File: config.mk
export PLATFORM = sky130hd
export DESIGN_NAME = mem_stage
export DESIGN_NICKNAME = d
export VERILOG_FILES = /design/src/rtl/mem_pkg.sv /design/src/rtl/mem_wb_reg.sv /design/src/rtl/mem_stage.sv
export SDC_FILE = /design/constraint.sdc
export NUM_CORES = 1
export LEC_CHECK = 0
export CELL_PAD_IN_SITES_DETAIL_PLACEMENT = 1
export CELL_PAD_IN_SITES_GLOBAL_PLACEMENT = 1
export CORE_ASPECT_RATIO = 0.6
export CORE_MARGIN = 2
export CORE_UTILIZATION = 29
export DETAILED_ROUTE_END_ITERATION = 7
export HOLD_SLACK_MARGIN = 0.02
export PLACE_DENSITY = 0.87
export SYNTH_ARGS = -nofsm -noshare
export SYNTH_HDL_FRONTEND = slang
export SYNTH_SLANG_ARGS = --single-unit
File: constraint.sdc
create_clock -name clk -period 2.1 [get_ports clk]
set_clock_uncertainty 0.1 [all_clocks]
set_input_delay 0.63 -clock clk [delete_from_list [all_inputs] [get_ports clk]]
set_output_delay 0.63 -clock clk [all_outputs]
set_load 0.005 [all_outputs]
File: src/rtl/mem_pkg.sv
// mem_pkg: shared types, funct3 codes, byte-enable constants and
// sub-word helper functions for the MEM stage.
package mem_pkg;

    typedef enum logic [1:0] {
        IDLE = 2'd0,
        BUSY = 2'd1,
        RESP = 2'd2
    } state_t;

    // Load sizes/signedness
    localparam logic [2:0] LB  = 3'b000;
    localparam logic [2:0] LH  = 3'b001;
    localparam logic [2:0] LW  = 3'b010;
    localparam logic [2:0] LBU = 3'b100;
    localparam logic [2:0] LHU = 3'b101;
    // Store sizes
    localparam logic [2:0] SB  = 3'b000;
    localparam logic [2:0] SH  = 3'b001;
    localparam logic [2:0] SW  = 3'b010;

    localparam logic [3:0] BE_NONE    = 4'b0000;
    localparam logic [3:0] BE_BYTE0   = 4'b0001;
    localparam logic [3:0] BE_HALF_LO = 4'b0011;
    localparam logic [3:0] BE_HALF_HI = 4'b1100;
    localparam logic [3:0] BE_WORD    = 4'b1111;

    // Byte enables from access size (funct3[1:0]) and low address bits
    function automatic logic [3:0] size_be(input logic [2:0] f3, input logic [1:0] a);
        case (f3[1:0])
            2'b00:   size_be = BE_BYTE0 << a;
            2'b01:   size_be = a[1] ? BE_HALF_HI : BE_HALF_LO;
            default: size_be = BE_WORD;
        endcase
    endfunction

    function automatic logic misaligned(input logic [2:0] f3, input logic [1:0] a);
        case (f3[1:0])
            2'b01:   misaligned = a[0];
            2'b10:   misaligned = (a != 2'b00);
            default: misaligned = 1'b0;
        endcase
    endfunction

    // Replicate store data across every lane so the byte enables pick the right one
    function automatic logic [31:0] store_data(input logic [2:0] f3, input logic [31:0] d);
        case (f3[1:0])
            2'b00:   store_data = {4{d[7:0]}};
            2'b01:   store_data = {2{d[15:0]}};
            default: store_data = d;
        endcase
    endfunction

    // Pull the addressed lane out of the read word and sign/zero-extend it
    function automatic logic [31:0] load_ext(input logic [2:0] f3, input logic [1:0] a,
                                             input logic [31:0] rd);
        logic [31:0] sh;
        sh = rd >> {a, 3'b000};
        case (f3)
            LB:      load_ext = {{24{sh[7]}}, sh[7:0]};
            LBU:     load_ext = {24'h0, sh[7:0]};
            LH:      load_ext = {{16{sh[15]}}, sh[15:0]};
            LHU:     load_ext = {16'h0, sh[15:0]};
            default: load_ext = rd;
        endcase
    endfunction

endpackage

File: src/rtl/mem_wb_reg.sv
// mem_wb_reg: MEM/WB pipeline register. A stall inserts a bubble
// (writeback disabled) while the remaining fields hold.
module mem_wb_reg (
    input  logic        clk,
    input  logic        reset,
    input  logic        stall,
    input  logic        rfw_in,
    input  logic [1:0]  sel4_in,
    input  logic [31:0] data_in,
    input  logic [31:0] alu_in,
    output logic        rfw_out,
    output logic [1:0]  sel4_out,
    output logic [31:0] data_out,
    output logic [31:0] alu_out
);
    logic        rfw_q,  rfw_d;
    logic [1:0]  sel4_q, sel4_d;
    logic [31:0] data_q, data_d;
    logic [31:0] alu_q,  alu_d;

    // Next register contents: bubble on stall, otherwise load
    always_comb begin
        rfw_d  = rfw_in;
        sel4_d = sel4_in;
        data_d = data_in;
        alu_d  = alu_in;
        if (stall) begin
            rfw_d  = 1'b0;
            sel4_d = sel4_q;
            data_d = data_q;
            alu_d  = alu_q;
        end
    end

    // Register with synchronous reset
    always_ff @(posedge clk) begin
        if (reset) begin
            rfw_q  <= 1'b0;
            sel4_q <= 2'b00;
            data_q <= 32'h0;
            alu_q  <= 32'h0;
        end else begin
            rfw_q  <= rfw_d;
            sel4_q <= sel4_d;
            data_q <= data_d;
            alu_q  <= alu_d;
        end
    end

    assign rfw_out  = rfw_q;
    assign sel4_out = sel4_q;
    assign data_out = data_q;
    assign alu_out  = alu_q;
endmodule

File: src/rtl/mem_stage.sv
// mem_stage: pipeline MEM stage driving a req/ack data-memory bus.
// Stalls upstream while an access is outstanding; optional timeout.
// Define SUBWORD_EN for byte/half accesses with misalignment checking.
module mem_stage
    import mem_pkg::*;
#(
    parameter int TIMEOUT_CYCLES = 16,
    parameter int ADDR_W         = 32
) (
    input  logic              clk,
    input  logic              reset,
    input  logic              mem_re_in,
    input  logic              mem_we_in,
    input  logic              reg_file_write_in,
    input  logic              branch_in,
    input  logic [1:0]        select_mux_2_in,
    input  logic [1:0]        select_mux_4_in,
    input  logic [2:0]        funct3_in,
    input  logic [31:0]       reg_b_in,
    input  logic [31:0]       alu_in,
    input  logic [31:0]       add_pc_in,
    output logic              dmem_req,
    output logic              dmem_we,
    output logic [ADDR_W-1:0] dmem_addr,
    output logic [31:0]       dmem_wdata,
    output logic [3:0]        dmem_be,
    input  logic              dmem_ack,
    input  logic [31:0]       dmem_rdata,
    output logic              stall_out,
    output logic              branch_out,
    output logic [1:0]        select_mux_2_out,
    output logic [31:0]       branch_target_out,
    output logic              bus_error_out,
    output logic              reg_file_write_out,
    output logic [1:0]        select_mux_4_out,
    output logic [31:0]       mem_data_out,
    output logic [31:0]       alu_out
);
    localparam int CW = (TIMEOUT_CYCLES > 1) ? $clog2(TIMEOUT_CYCLES) : 1;
    localparam logic [CW-1:0] TO_LAST = (TIMEOUT_CYCLES > 0) ? CW'(TIMEOUT_CYCLES - 1) : '0;

    state_t            state_q, state_d;
    logic              req_q, req_d, we_q, we_d, err_q, err_d;
    logic [ADDR_W-1:0] addr_q, addr_d;
    logic [31:0]       wdata_q, wdata_d, data_q, data_d;
    logic [3:0]        be_q, be_d;
    logic [2:0]        f3_q, f3_d;
    logic [CW-1:0]     cnt_q, cnt_d;

    logic              access;
    logic [3:0]        be_new;
    logic [31:0]       wdata_new, rdata_ext;
    logic              misal;

    assign access = mem_re_in | mem_we_in;

`ifdef SUBWORD_EN
    assign be_new    = size_be(funct3_in, alu_in[1:0]);
    assign wdata_new = store_data(funct3_in, reg_b_in);
    assign misal     = misaligned(funct3_in, alu_in[1:0]);
    assign rdata_ext = load_ext(f3_q, addr_q[1:0], dmem_rdata);
`else
    logic unused_f3;
    assign be_new    = BE_WORD;
    assign wdata_new = reg_b_in;
    assign misal     = 1'b0;
    assign rdata_ext = dmem_rdata;
    assign unused_f3 = ^f3_q;
`endif

    // Access FSM next-state: latch request in IDLE, wait for ack/timeout in BUSY
    always_comb begin
        state_d = state_q;
        req_d   = req_q;
        we_d    = we_q;
        addr_d  = addr_q;
        wdata_d = wdata_q;
        be_d    = be_q;
        f3_d    = f3_q;
        err_d   = err_q;
        data_d  = data_q;
        cnt_d   = cnt_q;
        case (state_q)
            IDLE: begin
                if (access) begin
                    addr_d  = alu_in[ADDR_W-1:0];
                    wdata_d = wdata_new;
                    we_d    = mem_we_in;
                    be_d    = be_new;
                    f3_d    = funct3_in;
                    cnt_d   = '0;
                    data_d  = 32'h0;
                    if (misal) begin
                        // Never reaches the bus; report straight from RESP
                        err_d   = 1'b1;
                        state_d = RESP;
                    end else begin
                        err_d   = 1'b0;
                        req_d   = 1'b1;
                        state_d = BUSY;
                    end
                end
            end
            BUSY: begin
                if (dmem_ack) begin
                    data_d  = we_q ? 32'h0 : rdata_ext;
                    req_d   = 1'b0;
                    state_d = RESP;
                end else if (TIMEOUT_CYCLES != 0 && cnt_q == TO_LAST) begin
                    data_d  = 32'h0;
                    err_d   = 1'b1;
                    req_d   = 1'b0;
                    state_d = RESP;
                end else begin
                    cnt_d = cnt_q + CW'(1);
                end
            end
            RESP: begin
                err_d   = 1'b0;
                state_d = IDLE;
            end
            default: state_d = IDLE;
        endcase
    end

    // FSM and bus registers with synchronous reset
    always_ff @(posedge clk) begin
        if (reset) begin
            state_q <= IDLE;
            req_q   <= 1'b0;
            we_q    <= 1'b0;
            addr_q  <= '0;
            wdata_q <= 32'h0;
            be_q    <= BE_NONE;
            f3_q    <= 3'b000;
            err_q   <= 1'b0;
            data_q  <= 32'h0;
            cnt_q   <= '0;
        end else begin
            state_q <= state_d;
            req_q   <= req_d;
            we_q    <= we_d;
            addr_q  <= addr_d;
            wdata_q <= wdata_d;
            be_q    <= be_d;
            f3_q    <= f3_d;
            err_q   <= err_d;
            data_q  <= data_d;
            cnt_q   <= cnt_d;
        end
    end

    assign dmem_req   = req_q;
    assign dmem_we    = we_q;
    assign dmem_addr  = addr_q;
    assign dmem_wdata = wdata_q;
    assign dmem_be    = be_q;

    assign stall_out     = !reset && ((state_q == BUSY) || (state_q == IDLE && access));
    assign bus_error_out = !reset && (state_q == RESP) && err_q;

    assign branch_out        = branch_in;
    assign select_mux_2_out  = select_mux_2_in;
    assign branch_target_out = add_pc_in;

    mem_wb_reg u_mem_wb (
        .clk      (clk),
        .reset    (reset),
        .stall    (stall_out),
        .rfw_in   (reg_file_write_in),
        .sel4_in  (select_mux_4_in),
        .data_in  ((state_q == RESP) ? data_q : 32'h0),
        .alu_in   (alu_in),
        .rfw_out  (reg_file_write_out),
        .sel4_out (select_mux_4_out),
        .data_out (mem_data_out),
        .alu_out  (alu_out)
    );
endmodule

==> metrics <==
Die Width=197 microns; GRT Residual Overflow=0; critical path fanouts, max=2; pwr/cell area=840 nW/um^2; headroom to the max-slew limit=41.9%; Sinks on Clock Net=173; synthesized area per cell=9.42 sq um; top cells by area, synth=dfxtp_1, nand3_1, a21oi_1; FFs w/ async S/R, synth=0%; First-pass DRT Iterations=6; number of hold buffers added after CTS=0; Tot Pwr=8110 uW; arrival time of the worst setup path=1330 ps; Final Hold Viols=0; DR iter-0 viols=311; worst path required time=1370 ps; r2r setup slk=150 ps; first-pass GRT wire length=35800 microns; delay-heaviest family, CP=buffers and inverters; I/O Buffers=242; largest net degree at the start of global routing=77; #FFs+latches synth=173; GRT Util Overall=19.5%; max frequency=0.484 GHz; fillers=2453; Static Leak=0.00367 uW; max incr delay on CP=520 ps; number of max-cap violations=0; placer congestion estimate=0.741; Cell variety after synth=39; I/O pin total=316; antenna violations before repair=0; ant diodes=0; Yosys top cell by area=dfxtp_1; Rows=42; Yosys top cell area share=53.2%; DPL Wire Length=15600 microns; clk_lat worst skew=440 ps; final antenna-violating net count=0; Via density=5.28; DR WL/cell=19.9 microns; htree depth=4; vias in the first global route=6454; Synth Instances=691; number of flops mapped to enable cells by yosys=0; die area=23700 sq um; DRT Wirelength=23400 microns; slowest cell on the critical path=clkdlybuf4s50_1; Setup crit start kind=register; CP startpoint=u_mem_wb.alu_out[4]$_SDFFE_PP0N_; share of cells above drive strength 1=9.12%; register area share after synthesis=53.2%; deepest clock path buffer count=2; fin crit share=98.3%; height of the die=120 microns; worst path buffer plus inverter count=1; kind of critical path=register to output port; Syn-to-layout area delta=48.3%; Fin Hold WS=372 ps; fin nets=1018; end of the critical path=alu_out[4]; Clock Pin Slew Worst Setup and Hold Paths=70 ps; Vias=6203; Min Clock Period, post-route=2060 ps; Yosys warnings=0; Hold Path Class=register to register; critical path depth in cells=1; TritonCTS clock tree=yes; Worst R2R Path Depth=6; setup violators final=0; Pins Over Slew Limit=0; core area=22000 sq um; Syn Nets=834; Reg area=3470 sq um; # DRC=0; mapped cell area=6510 sq um; multi-input gate area in the final layout=2440 sq um; outcome=finished, final reports clean; RSZ-0062 raised after global routing=no; r2r endpoint=dmem_addr[27]$_SDFFE_PP0P_; Slew @ Worst Pin=872 ps; Worst VDD drop=557 uV; Initial Util=29.5%; critical path cell sequence=clkdlybuf4s50_1; CTS Root Cell=clkbuf_16; Top FF cell, synth=dfxtp_1; reg-to-reg startpoint=state_q[1]$_SDFFE_PP0P_; CTS buffer count=17; critical path endpoint category=output port
-- how the worst min path moves through the flow --
stage / end / slack, ps / cells past startpoint / start
global route: u_mem_wb.data_out[3]$_SDFFE_PP0N_ / 390 / 1 / data_q[3]$_SDFFE_PP0P_
detailed placement: u_mem_wb.data_out[11]$_SDFFE_PP0N_ / 350 / 1 / data_q[11]$_SDFFE_PP0P_
floorplan: err_q$_SDFFE_PP0P_ / 330 / 2 / err_q$_SDFFE_PP0P_
finish: u_mem_wb.data_out[8]$_SDFFE_PP0N_ / 370 / 1 / data_q[8]$_SDFFE_PP0P_
global placement: u_mem_wb.data_out[20]$_SDFFE_PP0N_ / 350 / 1 / data_q[20]$_SDFFE_PP0P_
CTS: u_mem_wb.data_out[12]$_SDFFE_PP0N_ / 370 / 1 / data_q[12]$_SDFFE_PP0P_
-- power breakdown --
part	leakage (uW)	switching, uW	internal (uW)
combinational	0.00197	676	692
sequential	0.00141	100	3470
clock	0.000281	1500	1670
total	0.00367	2280	5830
-- layout by cell type (no fill, tap or decap), types with 7 or more instances in the layout --
| cell | count |
|---|---|
| a22o_1 | 32 |
| a21oi_1 | 101 |
| dfxtp_1 | 170 |
| clkbuf_16 | 17 |
| o21ai_0 | 99 |
| nand3_1 | 102 |
| buf_4 | 26 |
| buf_12 | 7 |
| dlymetal6s2s_1 | 14 |
| a32o_1 | 32 |
| clkdlybuf4s50_1 | 220 |
-- cells in the mapped netlist (2+ instances only) --
cell type,number
o21ai_0,100
dfxtp_1,173
a32o_1,32
a31o_1,2
nand2_1,2
inv_1,3
or3_1,2
nor3_1,2
buf_4,39
clkbuf_1,38
nor3_2,3
nand3_1,102
nand3b_1,2
buf_8,3
o221ai_1,2
a31oi_1,2
buf_1,11
a21oi_1,101
a22o_1,32
nor2_1,4
buf_2,18
-- state kept, by name, indices dropped and copies added, names as in the netlist, 2 cells and up --
signal	cells
data_q	32
state_q	2
cnt_q	4
dmem_addr	32
dmem_wdata	32
u_mem_wb.data_out	32
u_mem_wb.alu_out	32
u_mem_wb.sel4_out	2
-- area by class of cell --
class,count,share of cell area [%]
clock buffers,20,4.84
clock inverters,12,1.23
inverters,4,0.156
multi-input cells,404,25.2
flip-flops and latches,173,36.0
well taps,286,3.71
repair buffers,275,28.9
-- per-layer routing --
metal	vias up	share of wire, %	GRT usage, %	routed length [microns]
li1	2865	-	-	-
met1	3092	44	23.7	10200
met2	223	46	31.0	10600
met3	23	9.1	8.74	2120
met4	0	1.6	6.20	365
met5	-	0	0	0
-- stage by stage --
step | TNS [ps] | std cells | setup WS [ps] | instance area (sq um) | util (%)
2_1_floorplan | 0 | 691 | 22.4 | 6510 | -
5_1_grt | 0 | 1174 | 1.08 | 9650 | 43.8
6_report | 0 | 1174 | 35.9 | 9650 | 43.8
4_1_cts | 0 | 1173 | 0.428 | 9600 | 43.6
3_3_place_gp | -35920 | 1140 | -573 | 9010 | 40.9
3_5_place_dp | -39760 | 1140 | -570 | 9010 | 40.9
-- logic make-up (layout without fill, tap and decap cells) --
| logic type | count (synthesis) | count (layout) | share of synthesized area (%) |
|---|---|---|---|
| AOI/OAI and AO/OA | 275 | 275 | 26.2 |
| DFF | 173 | 173 | 53.2 |
| and+or+nand+nor | 127 | 127 | 10.4 |
| buffers and inverters | 114 | 311 | 9.81 |
| adders and majority gates | 1 | 1 | 0.192 |
| muxes | 1 | 1 | 0.154 |
-- repair_timing --
item	4_1_cts	5_1_grt
setup buffers	1	1
pin swaps	2	1
endpoints found under the setup margin	9	21
gates resized for setup	16	19
Power figures use the tool's default switching activity.
